**src/rtl/regbank_port_ctrl_if.sv**
```systemverilog
// regbank_port_ctrl_if: bundles the writeback, scoreboard-issue, operand-read and
// register-bank signals of regbank_port_ctrl.
//  slave  : view of the controller
//  master : view of the surrounding pipeline / bank environment
interface regbank_port_ctrl_if #(
    parameter int ADDR_WIDTH = 4,
    parameter int WIDTH      = 32
);
    // ALU writeback
    logic                  wa_valid;
    logic                  wa_ready;
    logic [ADDR_WIDTH-1:0] wa_addr;
    logic [WIDTH-1:0]      wa_data;
    // MEM (load) writeback
    logic                  wm_valid;
    logic                  wm_ready;
    logic [ADDR_WIDTH-1:0] wm_addr;
    logic [WIDTH-1:0]      wm_data;
    // Issue marks a destination busy
    logic                  sb_set;
    logic [ADDR_WIDTH-1:0] sb_addr;
    // Operand read
    logic                  rd_req_valid;
    logic                  rd_req_ready;
    logic [ADDR_WIDTH-1:0] rd_addr1;
    logic [ADDR_WIDTH-1:0] rd_addr2;
    logic                  rd_rsp_valid;
    logic [WIDTH-1:0]      rd_rsp_data1;
    logic [WIDTH-1:0]      rd_rsp_data2;
    // Register bank side
    logic                  read_port_1;
    logic                  read_port_2;
    logic [ADDR_WIDTH-1:0] addr_port_1;
    logic [ADDR_WIDTH-1:0] addr_port_2;
    logic                  write_port;
    logic [ADDR_WIDTH-1:0] addr_port_write;
    logic [WIDTH-1:0]      din_port_write;
    logic [WIDTH-1:0]      dout_port_1;
    logic [WIDTH-1:0]      dout_port_2;

    modport slave (
        input  wa_valid, wa_addr, wa_data,
        input  wm_valid, wm_addr, wm_data,
        input  sb_set, sb_addr,
        input  rd_req_valid, rd_addr1, rd_addr2,
        input  dout_port_1, dout_port_2,
        output wa_ready, wm_ready, rd_req_ready,
        output rd_rsp_valid, rd_rsp_data1, rd_rsp_data2,
        output read_port_1, read_port_2, addr_port_1, addr_port_2,
        output write_port, addr_port_write, din_port_write
    );

    modport master (
        output wa_valid, wa_addr, wa_data,
        output wm_valid, wm_addr, wm_data,
        output sb_set, sb_addr,
        output rd_req_valid, rd_addr1, rd_addr2,
        output dout_port_1, dout_port_2,
        input  wa_ready, wm_ready, rd_req_ready,
        input  rd_rsp_valid, rd_rsp_data1, rd_rsp_data2,
        input  read_port_1, read_port_2, addr_port_1, addr_port_2,
        input  write_port, addr_port_write, din_port_write
    );
endinterface

```
**src/rtl/regbank_port_ctrl.sv**
```systemverilog
// regbank_port_ctrl: sequences a register bank with a registered decoder.
//  - Round-robin sharing of the single write port between ALU and MEM writeback.
//  - Scoreboard of busy destinations; operand reads of busy registers stall.
//  - Write pipe: stage 1 drives write enable/address, stage 2 drives data.
//  - Read pipe: enables/addresses one cycle after accept, response 3 cycles after.
// Optional build macro REGBANK_CTRL_PERF_EN adds perf_stall_cnt / perf_conflict_cnt.
module regbank_port_ctrl #(
    parameter int ADDR_WIDTH = 4,
    parameter int WIDTH      = 32
) (
    input  logic               clk,
    input  logic               rst_n,
    regbank_port_ctrl_if.slave bus
`ifdef REGBANK_CTRL_PERF_EN
    ,
    output logic [31:0]        perf_stall_cnt,
    output logic [31:0]        perf_conflict_cnt
`endif
);
    localparam int NREGS = 1 << ADDR_WIDTH;
    localparam logic [NREGS-1:0] ONE_HOT_0 = {{(NREGS-1){1'b0}}, 1'b1};

    // Arbitration
    logic                  prio_mem_r;
    logic                  grant_alu_s;
    logic                  grant_mem_s;
    logic                  wr_accept_s;
    logic [ADDR_WIDTH-1:0] wr_addr_s;
    logic [WIDTH-1:0]      wr_data_s;

    // Scoreboard
    logic [NREGS-1:0]      busy_r;
    logic [NREGS-1:0]      busy_next_s;
    logic [NREGS-1:0]      clr_mask_s;
    logic [NREGS-1:0]      set_mask_s;

    // Read side
    logic                  rd_ready_s;
    logic                  rd_accept_s;
    logic                  rd_s1_valid_r;
    logic                  rd_s2_valid_r;
    logic                  rd_s3_valid_r;
    logic [ADDR_WIDTH-1:0] rd_addr1_r;
    logic [ADDR_WIDTH-1:0] rd_addr2_r;

    // Write side
    logic                  wr_s1_valid_r;
    logic [ADDR_WIDTH-1:0] wr_s1_addr_r;
    logic [WIDTH-1:0]      wr_s1_data_r;
    logic [WIDTH-1:0]      din_r;

    // Write arbiter: a lone requester wins; on conflict the source not granted last wins.
    always_comb begin
        grant_alu_s = 1'b0;
        grant_mem_s = 1'b0;
        if (bus.wa_valid && bus.wm_valid) begin
            if (prio_mem_r) begin
                grant_mem_s = 1'b1;
            end else begin
                grant_alu_s = 1'b1;
            end
        end else if (bus.wa_valid) begin
            grant_alu_s = 1'b1;
        end else if (bus.wm_valid) begin
            grant_mem_s = 1'b1;
        end else begin
            grant_alu_s = 1'b0;
            grant_mem_s = 1'b0;
        end
    end

    // Select the address/data of the granted writeback source.
    always_comb begin
        wr_addr_s = bus.wa_addr;
        wr_data_s = bus.wa_data;
        if (grant_mem_s) begin
            wr_addr_s = bus.wm_addr;
            wr_data_s = bus.wm_data;
        end else begin
            wr_addr_s = bus.wa_addr;
            wr_data_s = bus.wa_data;
        end
    end

    assign wr_accept_s  = grant_alu_s | grant_mem_s;
    assign bus.wa_ready = grant_alu_s;
    assign bus.wm_ready = grant_mem_s;

    // Set is applied after clear so an issue on the same edge as the write keeps the bit busy.
    assign clr_mask_s  = wr_accept_s ? (ONE_HOT_0 << wr_addr_s) : {NREGS{1'b0}};
    assign set_mask_s  = bus.sb_set  ? (ONE_HOT_0 << bus.sb_addr) : {NREGS{1'b0}};
    assign busy_next_s = (busy_r & ~clr_mask_s) | set_mask_s;

    // Reads proceed only when neither source register has a write outstanding.
    assign rd_ready_s       = ~busy_r[bus.rd_addr1] & ~busy_r[bus.rd_addr2];
    assign rd_accept_s      = bus.rd_req_valid & rd_ready_s;
    assign bus.rd_req_ready = rd_ready_s;

    // Round-robin pointer: after each grant, favour the other source on the next conflict.
    always_ff @(posedge clk or negedge rst_n) begin
        if (!rst_n) begin
            prio_mem_r <= 1'b0;
        end else if (wr_accept_s) begin
            prio_mem_r <= grant_alu_s;
        end
    end

    // Busy-bit scoreboard update.
    always_ff @(posedge clk or negedge rst_n) begin
        if (!rst_n) begin
            busy_r <= {NREGS{1'b0}};
        end else begin
            busy_r <= busy_next_s;
        end
    end

    // Write pipe: stage 1 presents enable/address, stage 2 presents data (held when idle).
    always_ff @(posedge clk or negedge rst_n) begin
        if (!rst_n) begin
            wr_s1_valid_r <= 1'b0;
            wr_s1_addr_r  <= {ADDR_WIDTH{1'b0}};
            wr_s1_data_r  <= {WIDTH{1'b0}};
            din_r         <= {WIDTH{1'b0}};
        end else begin
            wr_s1_valid_r <= wr_accept_s;
            if (wr_accept_s) begin
                wr_s1_addr_r <= wr_addr_s;
                wr_s1_data_r <= wr_data_s;
            end
            if (wr_s1_valid_r) begin
                din_r <= wr_s1_data_r;
            end
        end
    end

    // Read pipe: enables one cycle after accept, response valid when bank data arrives.
    always_ff @(posedge clk or negedge rst_n) begin
        if (!rst_n) begin
            rd_s1_valid_r <= 1'b0;
            rd_s2_valid_r <= 1'b0;
            rd_s3_valid_r <= 1'b0;
            rd_addr1_r    <= {ADDR_WIDTH{1'b0}};
            rd_addr2_r    <= {ADDR_WIDTH{1'b0}};
        end else begin
            rd_s1_valid_r <= rd_accept_s;
            rd_s2_valid_r <= rd_s1_valid_r;
            rd_s3_valid_r <= rd_s2_valid_r;
            if (rd_accept_s) begin
                rd_addr1_r <= bus.rd_addr1;
                rd_addr2_r <= bus.rd_addr2;
            end
        end
    end

    assign bus.write_port      = wr_s1_valid_r;
    assign bus.addr_port_write = wr_s1_addr_r;
    assign bus.din_port_write  = din_r;
    assign bus.read_port_1     = rd_s1_valid_r;
    assign bus.read_port_2     = rd_s1_valid_r;
    assign bus.addr_port_1     = rd_addr1_r;
    assign bus.addr_port_2     = rd_addr2_r;
    assign bus.rd_rsp_valid    = rd_s3_valid_r;
    assign bus.rd_rsp_data1    = bus.dout_port_1;
    assign bus.rd_rsp_data2    = bus.dout_port_2;

`ifdef REGBANK_CTRL_PERF_EN
    logic [31:0] perf_stall_r;
    logic [31:0] perf_conflict_r;

    // Performance counters: stalled read cycles and write-port conflict cycles (wrapping).
    always_ff @(posedge clk or negedge rst_n) begin
        if (!rst_n) begin
            perf_stall_r    <= 32'd0;
            perf_conflict_r <= 32'd0;
        end else begin
            if (bus.rd_req_valid && !rd_ready_s) begin
                perf_stall_r <= perf_stall_r + 32'd1;
            end
            if (bus.wa_valid && bus.wm_valid) begin
                perf_conflict_r <= perf_conflict_r + 32'd1;
            end
        end
    end

    assign perf_stall_cnt    = perf_stall_r;
    assign perf_conflict_cnt = perf_conflict_r;
`endif
endmodule
```
**src/flat_wrapper.sv**
```systemverilog
// flat-port wrapper written by rule: the top's interface ports become plain ports
module regbank_port_ctrl_flat 
#(
    parameter int ADDR_WIDTH = 4,
    parameter int WIDTH      = 32
)
  (clk, rst_n, bus_wa_valid, bus_wa_addr, bus_wa_data, bus_wm_valid, bus_wm_addr, bus_wm_data, bus_sb_set, bus_sb_addr, bus_rd_req_valid, bus_rd_addr1, bus_rd_addr2, bus_dout_port_1, bus_dout_port_2, bus_wa_ready, bus_wm_ready, bus_rd_req_ready, bus_rd_rsp_valid, bus_rd_rsp_data1, bus_rd_rsp_data2, bus_read_port_1, bus_read_port_2, bus_addr_port_1, bus_addr_port_2, bus_write_port, bus_addr_port_write, bus_din_port_write);
  regbank_port_ctrl_if #(.ADDR_WIDTH(ADDR_WIDTH), .WIDTH(WIDTH)) bus_i ();
  input  logic clk;
  input  logic rst_n;
  input wire logic [$bits(bus_i.wa_valid)-1:0] bus_wa_valid;
  input wire logic [$bits(bus_i.wa_addr)-1:0] bus_wa_addr;
  input wire logic [$bits(bus_i.wa_data)-1:0] bus_wa_data;
  input wire logic [$bits(bus_i.wm_valid)-1:0] bus_wm_valid;
  input wire logic [$bits(bus_i.wm_addr)-1:0] bus_wm_addr;
  input wire logic [$bits(bus_i.wm_data)-1:0] bus_wm_data;
  input wire logic [$bits(bus_i.sb_set)-1:0] bus_sb_set;
  input wire logic [$bits(bus_i.sb_addr)-1:0] bus_sb_addr;
  input wire logic [$bits(bus_i.rd_req_valid)-1:0] bus_rd_req_valid;
  input wire logic [$bits(bus_i.rd_addr1)-1:0] bus_rd_addr1;
  input wire logic [$bits(bus_i.rd_addr2)-1:0] bus_rd_addr2;
  input wire logic [$bits(bus_i.dout_port_1)-1:0] bus_dout_port_1;
  input wire logic [$bits(bus_i.dout_port_2)-1:0] bus_dout_port_2;
  output wire logic [$bits(bus_i.wa_ready)-1:0] bus_wa_ready;
  output wire logic [$bits(bus_i.wm_ready)-1:0] bus_wm_ready;
  output wire logic [$bits(bus_i.rd_req_ready)-1:0] bus_rd_req_ready;
  output wire logic [$bits(bus_i.rd_rsp_valid)-1:0] bus_rd_rsp_valid;
  output wire logic [$bits(bus_i.rd_rsp_data1)-1:0] bus_rd_rsp_data1;
  output wire logic [$bits(bus_i.rd_rsp_data2)-1:0] bus_rd_rsp_data2;
  output wire logic [$bits(bus_i.read_port_1)-1:0] bus_read_port_1;
  output wire logic [$bits(bus_i.read_port_2)-1:0] bus_read_port_2;
  output wire logic [$bits(bus_i.addr_port_1)-1:0] bus_addr_port_1;
  output wire logic [$bits(bus_i.addr_port_2)-1:0] bus_addr_port_2;
  output wire logic [$bits(bus_i.write_port)-1:0] bus_write_port;
  output wire logic [$bits(bus_i.addr_port_write)-1:0] bus_addr_port_write;
  output wire logic [$bits(bus_i.din_port_write)-1:0] bus_din_port_write;
  assign bus_i.wa_valid = bus_wa_valid;
  assign bus_i.wa_addr = bus_wa_addr;
  assign bus_i.wa_data = bus_wa_data;
  assign bus_i.wm_valid = bus_wm_valid;
  assign bus_i.wm_addr = bus_wm_addr;
  assign bus_i.wm_data = bus_wm_data;
  assign bus_i.sb_set = bus_sb_set;
  assign bus_i.sb_addr = bus_sb_addr;
  assign bus_i.rd_req_valid = bus_rd_req_valid;
  assign bus_i.rd_addr1 = bus_rd_addr1;
  assign bus_i.rd_addr2 = bus_rd_addr2;
  assign bus_i.dout_port_1 = bus_dout_port_1;
  assign bus_i.dout_port_2 = bus_dout_port_2;
  assign bus_wa_ready = bus_i.wa_ready;
  assign bus_wm_ready = bus_i.wm_ready;
  assign bus_rd_req_ready = bus_i.rd_req_ready;
  assign bus_rd_rsp_valid = bus_i.rd_rsp_valid;
  assign bus_rd_rsp_data1 = bus_i.rd_rsp_data1;
  assign bus_rd_rsp_data2 = bus_i.rd_rsp_data2;
  assign bus_read_port_1 = bus_i.read_port_1;
  assign bus_read_port_2 = bus_i.read_port_2;
  assign bus_addr_port_1 = bus_i.addr_port_1;
  assign bus_addr_port_2 = bus_i.addr_port_2;
  assign bus_write_port = bus_i.write_port;
  assign bus_addr_port_write = bus_i.addr_port_write;
  assign bus_din_port_write = bus_i.din_port_write;
  regbank_port_ctrl #(.ADDR_WIDTH(ADDR_WIDTH), .WIDTH(WIDTH)) u_core (.clk(clk), .rst_n(rst_n), .bus(bus_i));
endmodule
```
**config.mk**
```make
export PLATFORM = sky130hd
export DESIGN_NAME = regbank_port_ctrl_flat
export DESIGN_NICKNAME = d
export VERILOG_FILES = /design/src/rtl/regbank_port_ctrl_if.sv /design/src/rtl/regbank_port_ctrl.sv /design/src/flat_wrapper.sv
export SDC_FILE = /design/constraint.sdc
export NUM_CORES = 1
export LEC_CHECK = 0
export BUFFER_PORTS_ARGS = -buffer_cell sky130_fd_sc_hd__buf_4
export CAP_MARGIN = 20
export CELL_PAD_IN_SITES_DETAIL_PLACEMENT = 1
export CELL_PAD_IN_SITES_GLOBAL_PLACEMENT = 2
export CORE_MARGIN = 2
export CORE_UTILIZATION = 24
export DETAILED_ROUTE_END_ITERATION = 8
export PLACE_DENSITY = 0.75
export SYNTH_ARGS = -nofsm -noshare
export SYNTH_HDL_FRONTEND = slang
export SYNTH_SLANG_ARGS = --single-unit
```
**constraint.sdc**
```tcl
create_clock -name clk -period 1.9 [get_ports clk]
set_clock_uncertainty 0.05 [all_clocks]
set_input_delay 0.095 -clock clk [delete_from_list [all_inputs] [get_ports clk]]
set_output_delay 0.095 -clock clk [all_outputs]
set_load 0.005 [all_outputs]
```
# After elaboration in Yosys (flattened, before gate mapping)
# Index checks and enable logic that the tools add are counted.
totals:
  register_bits: 97
  in_bits: 154
  out_inout_bits: 115
  word_cells: 39
classes:
  magnitude_cmp: 2
  shifts: 2
  muxes: 15
  bitwise_logic: 8
  n_reduce_logical: 1
ops:
  columns: ["cell", "count"]
  rows:
  - ["16-bit 2-to-1 mux", 2]
  - ["32-bit 2-to-1 mux", 1]
  - ["1-bit by 4-bit left shift with 16-bit output (first input constant)", 2]
  - ["16-bit bitwise AND", 1]
  - ["16-bit inverter", 1]
  - ["16-bit bitwise OR", 1]
  - ["4-bit by 5-bit less-than comparator with 1-bit output (second input constant)", 2]
  - ["1-bit 2-to-1 mux", 9]
  - ["1-bit binary-select mux with 4-bit select", 2]
  - ["4-bit 2-to-1 mux", 1]
  - ["1-bit bitwise AND", 2]
  - ["1-bit inverter", 2]
  - ["1-bit logical AND", 1]
  - ["1-bit bitwise OR", 1]

# Longest topological paths before layout
# Gate-level depths: netlist of run 1.
logic_depth:
  depth_word: 9
  depth_mapped: 6
  mapped_depth_nobuf: 6

# Worst setup path before layout of run 1
# No wires, ideal clock.
synth_path:
  kind: "register to register"
  start: "register u_core.busy_r[11]"
  end: "register u_core.rd_addr1_r[0], in the netlist u_core.bus.addr_port_1[0]"
  setup_ps: 125
  arrival_time_ps: 1809
  required_ps: 1725
  setup_slack_ps: -84
  path_stages_with_launch: 6
  path_buffers: 0
  period_less_slack_ps: 1984
  cell_sequence: "dfrtp_1 > mux4_1 > mux2i_1 > mux2i_1 > nor3_4 > mux2_2"
synth_via:
  elab_chain_cells: 5
  word_cells_on_any_way: 8
  cone_classes: "mux (4); bitwise (4)"
synth_rtl:
  columns: ["element", "line", "rtl"]
  rows:
  - ["from (decl)", "regbank_port_ctrl.sv:32", "logic [NREGS-1:0] busy_r;"]
  - ["from (signal assigned)", "regbank_port_ctrl.sv:111", "busy_r <= {NREGS{1'b0}};"]
  - ["from (signal assigned)", "regbank_port_ctrl.sv:113", "busy_r <= busy_next_s;"]
  - ["1-bit binary-select mux with 4-bit select", "regbank_port_ctrl.sv:95", "assign rd_ready_s = ~busy_r[bus.rd_addr1] & ~busy_r[bus.rd_addr2];"]
  - ["1-bit 2-to-1 mux (not written as such)", "regbank_port_ctrl.sv:95", null]
  - ["1-bit inverter", "regbank_port_ctrl.sv:95", null]
  - ["1-bit bitwise AND (*)", "regbank_port_ctrl.sv:95", null]
  - ["1-bit bitwise AND (*)", "regbank_port_ctrl.sv:96", "assign rd_accept_s = bus.rd_req_valid & rd_ready_s;"]
  - ["net u_core.rd_accept_s", "regbank_port_ctrl.sv:39", "logic rd_accept_s;"]
  - ["to (signal assigned)", "regbank_port_ctrl.sv:142", "rd_addr1_r <= {ADDR_WIDTH{1'b0}};"]
  - ["to (signal assigned)", "regbank_port_ctrl.sv:149", "rd_addr1_r <= bus.rd_addr1;"]
  - ["to (decl)", "regbank_port_ctrl.sv:43", "logic [ADDR_WIDTH-1:0] rd_addr1_r;"]
# Mark *: on every way through the listed nets, which the timed path passes. The rest lies on a longest branch. The select of a mux whose other input is x is not followed.
# A chain may end at the register's enable or synchronous reset.

# Worst setup path after layout of run 1
layout_path:
  start: "register u_core.busy_r[13]"
  end: "register u_core.rd_addr1_r[2], in the netlist u_core.bus.addr_port_1[2]"
# Same word-level chain as after synthesis.

==> results.yml, run 1 <==
outcome:
  status: "complete, but fails checks"
  violations: "negative setup slack"
sta:
  rsz0062_at_grt: "true"
  setup_slack_ps: -125
  finalHoldViolCount: 0
  finalSetupViolations: 9
  fmax_ghz: 0.494
  min_period_ps: 2020
  slew_violations: 0
  max_slew_margin_pct: 58.6
  worst-slew-pin-transition_ps: 621
  fin_crit_sh_pct: 107
  whs_ps: 20.9
critical_path:
  cp_slowest_cell: "mux4_2"
  cp.required_ps: 2090
  crit_start: "u_core.busy_r[13]$_DFF_PN0_"
  endpoint_kind: "flop"
  crit_type: "flop to flop"
  critPathMaxStageDelay_ps: 470
  critPathLaunchType: "flop"
  arrival_ps: 2210
  path_max_fanout: 9
  path_cells: "mux4_2, mux2i_1, mux2i_2, nor3_4, buf_12, mux2_2"
  reg2reg_from: "u_core.busy_r[13]$_DFF_PN0_"
power_and_ir_drop:
  max-vdd-ir-drop_mv: 0.393
  p_total_w: 0.00630
  p_per_area_nw_per_um2: 897
  p_leak_nw: 3.13
route:
  routed.top_layer: "met4"
  wl_met2_um: 7810
  wl_per_cell_um: 18.1
  drc: 0
  via_count: 3920
  wl_met3_um: 700
  vias_per_cell: 4.60
  wl_met1_um: 6670
  drt_iter0_markers: 160
  ant_nets: 0
  first_pass_iters: 4
  finalWirelength_um: 15400
logic_synthesis:
  synthAdderAreaFrac_pct: 0
  synth_mux_area_share_pct: 20.5
  synth_top_family_by_area: "multiplexers"
  yosysSeqAreaShare_pct: 48.5
  syn_avg_cell_area_um2: 11.9
  synth_warnings: 0
  synthFlopType: "dfrtp_1"
  postSynthCellCount: 420
  ys_types: 32
  synthArstFlopShare_pct: 100
  ys_ff_latch: 97
  syn_area_um2: 5000
  synth_nets: 574
  synth_edf_count: 0
  yosys.area_share.simple_pct: 5.90
  synth-compound-area-share_pct: 13.2
  synth_xor_xnor_area_share_pct: 0
cells_and_area:
  fin_util_pct: 34.5
  drive_gt1_share_pct: 46.0
  final_cells: 852
  final_common_cell: "buf_4"
  area.growth.synth_to_final_pct: 40.4
  num_antenna_cells: 0
  nets: 731
  layout_common_cells: "buf_4 (158), dfrtp_1 (96), dlygate4sd3_1 (71), mux2_2 (39), mux2i_1 (37)"
  final_cell_area_um2: 7020
clock_network:
  cts_tree: "done"
  clockRootBuffer: "clkbuf_16"
  cts_buffer_depth: 2
  clk-insertion-delay-late_ps: 350
  cts.reportedPaths.clkPinSlew_ps: 70
  cts.sinks: 97
  cts_buffers: 9
  cts.htree.levels: 3
floorplan:
  dieWidth_um: 148
  die_area_um2: 22000
  start_util_pct: 24.6
  design.portCount: 269
  die_h_um: 148
  placementRows: 52
  coreArea_um2: 20400
min_path:
  min_from: "bus_rd_addr1[2]"
  worstHoldPathType: "input port to flop"
global_routing:
  grt_pass1_vias: 4398
  globalRoute.totalOverflow: 0
  grt_pass1_wl_um: 24000
  grt_start_max_net_pins: 47
  track_usage_pct: 14.1
  antenna_found_initial: 0
placed_design:
  portBuffers: 140
  dpl.hpwl_um: 10600
  dp.cells: 764
  gp_congestion: 0.753
  placed_area_um2: 6000
flow_run:
  maxCapViolCount: 0
-- critical path, delay by kind of cell, from the launching register on --
family / cells / cell delay, ps
mux: 4 / 1100
flops: 1 / 400
simple gates: 1 / 200
buf+inv: 1 / 150
-- repair_timing --
item,CTS,global route
cloned,0,0
resized for setup,0,4
setup buffers,0,1
endpoints found under the setup margin,9,25
pin swaps,1,0
hold buffers,71,0
endpoints found under the hold margin,65,0
-- power breakdown --
part           internal [W]  total [W]  leakage (nW)  switching [W]
logic               0.00110    0.00178          1.86       0.000672
registers           0.00249    0.00276          1.13       0.000265
clock network      0.000902    0.00177         0.141       0.000865
total               0.00450    0.00630          3.13        0.00180
-- per-stage QoR --
stage          TNS (ps)  setup slack [ps]
2_1_floorplan      -492             -66.9
3_3_place_gp       -842              -110
3_5_place_dp       -803              -114
4_1_cts           -1040              -133
5_1_grt           -1880              -227
6_report           -987              -125
-- metal layers --
metal | GRT usage, % | up-vias
met4 | 4.00 | 0
met3 | 3.62 | 28
li1 | - | 1772
met5 | 0 | -
met1 | 17.4 | 1987
met2 | 24.5 | 133
-- cell usage after synthesis, types with 2 or more instances --
library cell  instances  area [um2]
or2_2                 2        12.5
nand2_1              34         128
nand3_1               4        20.0
buf_4                65         488
mux4_2                4        90.1
o2bb2ai_1             4        35.0
o221a_2              32         360
mux4_1                4         105
inv_1                 6        22.5
nand3b_1              2        15.0
a21oi_1               8        40.0
buf_1                 8        30.0
a32o_1                2        20.0
nor2_1                7        26.3
mux2i_1              38         380
dfrtp_1              97        2430
a21boi_0              2        15.0
mux2_2               40         450
o21ai_0              25         125
a31oi_1               5        31.3
clkbuf_1             12        45.0
nand2b_1              9        56.3
-- flip-flops by register name (all words and copies together), names as in the netlist --
| signal | count |
|---|---|
| u_core.bus.addr_port_1 | 4 |
| u_core.bus.write_port | 1 |
| u_core.rd_s2_valid_r | 1 |
| u_core.busy_r | 16 |
| u_core.bus.read_port_1 | 1 |
| u_core.bus.din_port_write | 32 |
| u_core.bus.rd_rsp_valid | 1 |
| u_core.wr_s1_data_r | 32 |
| u_core.bus.addr_port_2 | 4 |
| u_core.bus.addr_port_write | 4 |
| u_core.prio_mem_r | 1 |
-- area by class of cell --
cell class              instances  area (um2)
flip-flops and latches         97        2430
fillers                      2217       13300
clock inverters                 7        50.0
clock buffers                   9         225
inverters                       7        26.3
well taps                     270         338
repair buffers                232        1960
multi-input cells             230        1990
-- worst paths after layout --
check | depth (start not counted) | end | slack (ps)
min | 2 | u_core.bus.addr_port_1[2]$_DFFE_PN0P_ | 20
max in group asynchronous | 3 | u_core.bus.write_port$_DFF_PN0_ | 940
max | 6 | u_core.bus.addr_port_1[2]$_DFFE_PN0P_ | -120
max reg2reg | 6 | u_core.bus.addr_port_1[2]$_DFFE_PN0P_ | -120
min in group asynchronous | 2 | u_core.rd_s2_valid_r$_DFF_PN0_ | 160
min reg2reg | 0 | u_core.bus.rd_rsp_valid$_DFF_PN0_ | 310
-- logic make-up (layout without fill, tap and decap cells) --
group                  after synthesis  count (layout)
flip-flops                          97              97
buffers and inverters               93             255
multiplexers                        86              86
AO/OA/AOI/OAI                       82              82
AND/OR/NAND/NOR                     62              62
Power figures use the tool's default switching activity.
==> run 2, diff against run 1 <==
Settings changed: CORE_MARGIN 2 to 4, CORE_UTILIZATION 24 to 27, PLACE_DENSITY 0.75 to 0.8.
Clock period 1.9 ns to 2 ns, I/O delays scaled along.
==> results.yml, run 2 (synthesized netlist as in run 1, its figures left out) <==
global_routing:
  track_usage_pct: 15.5
  grt_pass1_vias: 4421
  grt_pass1_wl_um: 24700
  globalRoute.totalOverflow: 0
  grt_start_max_net_pins: 48
  antenna_found_initial: 0
cells_and_area:
  layout_common_cells: "buf_4 (155), dfrtp_1 (97), dlygate4sd3_1 (68), mux2_2 (40), mux2i_1 (36)"
  num_antenna_cells: 0
  nets: 724
  area.growth.synth_to_final_pct: 38.5
  drive_gt1_share_pct: 45.7
  final_cells: 804
  final_common_cell: "buf_4"
power_and_ir_drop:
  p_per_area_nw_per_um2: 887
  p_leak_nw: 3.10
  max-vdd-ir-drop_mv: 0.433
  p_total_w: 0.00614
route:
  finalWirelength_um: 16100
  drc: 0
  ant_nets: 0
  drt_iter0_markers: 168
  wl_per_cell_um: 20.0
  first_pass_iters: 4
  vias_per_cell: 4.83
  via_count: 3883
floorplan:
  die_h_um: 144
  design.portCount: 269
  dieWidth_um: 144
  coreArea_um2: 18100
  die_area_um2: 20800
  start_util_pct: 27.7
  placementRows: 49
critical_path:
  path_max_fanout: 9
  crit_type: "flop to flop"
  critPathLaunchType: "flop"
  rrSetupSlack_ps: -60
  cp.required_ps: 2180
  endpoint_kind: "flop"
  arrival_ps: 2240
clock_network:
  cts_tree: "done"
  cts_buffer_depth: 2
  cts.htree.levels: 3
  clockRootBuffer: "clkbuf_16"
  cts_buffers: 9
  clk-insertion-delay-late_ps: 350
  cts.reportedPaths.clkPinSlew_ps: 70
  cts_setup_buffers: 0
  cts.sinks: 97
placed_design:
  dpl.hpwl_um: 11000
  portBuffers: 140
  dp.cells: 720
  gp_congestion: 0.822
sta:
  max_slew_margin_pct: 65.9
  fmax_ghz: 0.486
  rsz0062_at_grt: "true"
  whs_ps: 15.3
  min_period_ps: 2060
  setup_slack_ps: -59.1
  slew_violations: 0
  finalHoldViolCount: 0
  fin_crit_sh_pct: 103
  worst-slew-pin-transition_ps: 506
  fin_tns_setup_ps: -405
  finalSetupViolations: 8
min_path:
  worstHoldPathType: "input port to flop"
outcome:
  violations: "negative setup slack"
  status: "complete, but fails checks"
flow_run:
  maxCapViolCount: 0
## run 2: cell types whose count changed in the layout (fill, tap and decap cells not counted), moves of 2 or more
cell / previous run / this run
inv_6: 4 / 0
clkinv_4: 0 / 3
buf_4: 158 / 155
dlygate4sd3_1: 71 / 68
clkbuf_8: 0 / 2
clkinv_2: 3 / 0
## run 2: area by class of cell
class                      count  area (um2)
fill                        1936       11200
clock inverter                 5        63.8
inverter                       7        26.3
sequential                    97        2430
multi-input combinational    230        1990
tap                          229         287
clock buffer                  11         253
timing repair buffer         225        1880
## run 2: critical path: stages, from the launching register on
cell     delay, ps
dfrtp_1        410
mux4_2         500
mux2i_2        180
mux2i_2        120
nor3_4         210
buf_12         150
mux2_2         320
## run 2: routing by layer
layer  up-vias  global-route usage, %  wire (um)
li1       1762                      -          -
met3        35                   4.17        959
met5         -                      0          0
met4         0                   5.20        313
met1      1937                   17.6       6310
met2       149                   28.1       8470
## run 2: metrics by stage
stage | setup slack, ps | util, % | cell area (um2)
2_1_floorplan | 15.7 | - | 5000
3_3_place_gp | -62.2 | 32.8 | 5930
3_5_place_dp | -97.2 | 32.8 | 5930
4_1_cts | -82.7 | 38.2 | 6910
5_1_grt | -116 | 38.3 | 6930
6_report | -59.1 | 38.3 | 6930
## run 2: path summary, 6_finish.rpt
kind | cells after the start | to | from
worst max-delay path | 6 | u_core.bus.addr_port_2[2]$_DFFE_PN0P_ | u_core.busy_r[6]$_DFF_PN0_
worst min-delay path | 2 | u_core.wr_s1_data_r[18]$_DFFE_PN0P_ | bus_wa_data[18]
worst max register to register | 6 | u_core.bus.addr_port_2[2]$_DFFE_PN0P_ | u_core.busy_r[6]$_DFF_PN0_
worst min register to register | 0 | u_core.bus.rd_rsp_valid$_DFF_PN0_ | u_core.rd_s2_valid_r$_DFF_PN0_
max in group asynchronous | 3 | u_core.bus.addr_port_write[1]$_DFFE_PN0P_ | rst_n
min in group asynchronous | 2 | u_core.bus.addr_port_2[0]$_DFFE_PN0P_ | rst_n
## run 2: timing repair
item                                    CTS  global route
gates cloned                              0             0
pin swaps                                 1             2
endpoints found under the hold margin    74             0
resized for setup                         5             4
endpoints found under the setup margin    9            16
hold buffers                             68             0
## run 2: report_power, final
| part | internal (W) | switching, W |
|---|---|---|
| combinational | 0.00102 | 0.000655 |
| sequential | 0.00237 | 0.000259 |
| clock | 0.00105 | 0.000793 |
| total | 0.00444 | 0.00171 |
==> run 3, diff against run 2 <==
Settings changed: CORE_ASPECT_RATIO set to 0.6.
==> results.yml, run 3 (synthesized netlist as in run 1, its figures left out) <==
route:
  via_count: 3949
  first_pass_iters: 4
  drt_iter0_markers: 193
  finalWirelength_um: 16000
  wl_per_cell_um: 19.6
  drc: 0
  vias_per_cell: 4.85
  ant_nets: 0
critical_path:
  path_max_fanout: 9
  regToRegEndpoint: "u_core.bus.addr_port_1[3]$_DFFE_PN0P_"
  cpMostUsedCell: "mux2i_2"
  critPathLaunchType: "flop"
  cp_slowest_cell: "mux4_2"
  worst-path-stages: 6
  cp.required_ps: 2180
  crit_type: "flop to flop"
  path_cells: "mux4_2, mux2i_2, mux2i_2, nor3_4, buf_12, mux2_2"
  rrSetupSlack_ps: -110
  rr_worst_depth: 6
  endpoint_kind: "flop"
  path_buf_inv: 1
  arrival_ps: 2290
  reg2reg_from: "u_core.busy_r[5]$_DFF_PN0_"
  critPathMaxStageDelay_ps: 520
  cp_top_family: "multiplexers"
global_routing:
  grt_pass1_vias: 4497
  top_usage_layer: "met2"
  globalRoute.totalOverflow: 0
  antenna_found_initial: 0
  use_met3_pct: 4.17
  grt_pass1_wl_um: 24900
  track_usage_pct: 15.3
  grt_start_max_net_pins: 47
  grtUsageMet1_pct: 20.2
  gr-usage-met2_pct: 25.2
sta:
  finalHoldViolCount: 0
  min_period_ps: 2110
  finalSetupViolations: 8
  rsz0062_at_grt: "true"
  worst-slew-pin-transition_ps: 555
  whs_ps: 17.5
  slew_violations: 0
  max_slew_margin_pct: 62.8
  fin_crit_sh_pct: 106
  setup_slack_ps: -111
  fmax_ghz: 0.474
placed_design:
  portBuffers: 140
  gp_congestion: 0.780
  dpl.hpwl_um: 11200
cells_and_area:
  area.growth.synth_to_final_pct: 40.6
  nets: 725
  num_antenna_cells: 0
  fin_util_pct: 38.8
  drive_gt1_share_pct: 45.7
  layout_common_cells: "buf_4 (156), dfrtp_1 (97), dlygate4sd3_1 (66), mux2_2 (36)"
  final_common_cell: "buf_4"
floorplan:
  placementRows: 38
  design.portCount: 269
  coreArea_um2: 18100
  die_area_um2: 20800
  start_util_pct: 27.6
  dieWidth_um: 184
  die_h_um: 113
clock_network:
  cts.sinks: 97
  cts_tree: "done"
  cts.reportedPaths.clkPinSlew_ps: 70
  cts_buffers: 9
  cts_buffer_depth: 2
  cts.htree.levels: 3
  clk-insertion-delay-late_ps: 350
  clockRootBuffer: "clkbuf_16"
outcome:
  status: "complete, but fails checks"
  violations: "negative setup slack"
min_path:
  min_from: "bus_wa_data[1]"
  worstHoldPathType: "input port to flop"
  hold_end: "u_core.wr_s1_data_r[1]$_DFFE_PN0P_"
  holdPathStages: 2
power_and_ir_drop:
  p_per_area_nw_per_um2: 929
  max-vdd-ir-drop_mv: 0.416
  p_leak_nw: 3.16
flow_run:
  maxCapViolCount: 0
-- run 3: cell types whose count changed in the layout (fill, tap and decap cells not counted), moves of 2 or more --
cell           delta
a31oi_1           +2
dlygate4sd3_1     -2
mux2i_2           +2
clkinv_4          -3
mux2i_1           -2
mux4_2            -2
bufinv_16         +3
mux4_1            +2
a31oi_2           -2
mux2_2            -4
mux2_4            +4
-- run 3: area by class of cell --
| cell class | count | area [um2] |
|---|---|---|
| Clock buffer | 10 | 239 |
| Clock inverter | 5 | 128 |
| Fill cell | 1941 | 11100 |
| Inverter | 7 | 26.3 |
| Multi-Input combinational cell | 230 | 2010 |
| Sequential cell | 97 | 2430 |
| Tap cell | 240 | 300 |
| Timing Repair Buffer | 226 | 1900 |
-- run 3: worst max path at each step --
| stage | to | slack (ps) | start |
|---|---|---|---|
| final | u_core.bus.addr_port_1[3]$_DFFE_PN0P_ | -110 | u_core.busy_r[5]$_DFF_PN0_ |
| after global routing | u_core.bus.addr_port_2[3]$_DFFE_PN0P_ | -180 | u_core.busy_r[0]$_DFF_PN0_ |
| after CTS | u_core.bus.addr_port_1[3]$_DFFE_PN0P_ | -130 | u_core.busy_r[5]$_DFF_PN0_ |
| after detailed placement | u_core.bus.addr_port_1[1]$_DFFE_PN0P_ | -150 | u_core.busy_r[1]$_DFF_PN0_ |
| after global placement | u_core.bus.addr_port_1[2]$_DFFE_PN0P_ | -70 | u_core.busy_r[11]$_DFF_PN0_ |
| after floorplan | u_core.bus.addr_port_1[0]$_DFFE_PN0P_ | 20 | u_core.busy_r[11]$_DFF_PN0_ |
-- run 3: power by group --
part	switching (W)	leakage, nW	total [W]	internal [W]
sequential	0.000270	1.13	0.00264	0.00237
clock	0.000746	0.175	0.00212	0.00138
combinational	0.000694	1.85	0.00178	0.00108
-- run 3: timing repair --
item | in CTS | in global routing
hold buffers | 65 | 1
endpoints found under the hold margin | 70 | 1
setup endpoints to repair | 9 | 16
gates resized for setup | 7 | 5
buffers inserted | 1 | 0
pin swaps | 2 | 1
cloned | 0 | 0
-- run 3: routing by layer --
metal	wire, um	part of all wire (%)
met1	7240	45
met2	7600	48
met3	988	6.2
met4	167	1.0
met5	0	0
-- run 3: per-stage QoR --
step                cells  worst slack, ps  TNS, ps  instance area [um2]  total power (W)
floorplan             420             15.7        0                 5000          0.00343
global placement      733            -71.6     -566                 5970          0.00415
detailed placement    733             -151    -1070                 5970          0.00426
CTS                   814             -128     -916                 7000          0.00659
global route          815             -183    -1400                 7030          0.00689
finish                815             -111     -742                 7030          0.00654
-- run 3: worst reg2reg max path, stage by stage (launching register included) --
cell     delay, ps
dfrtp_1        400
mux4_2         520
mux2i_2        190
mux2i_2        130
nor3_4         210
buf_12         160
mux2_2         340
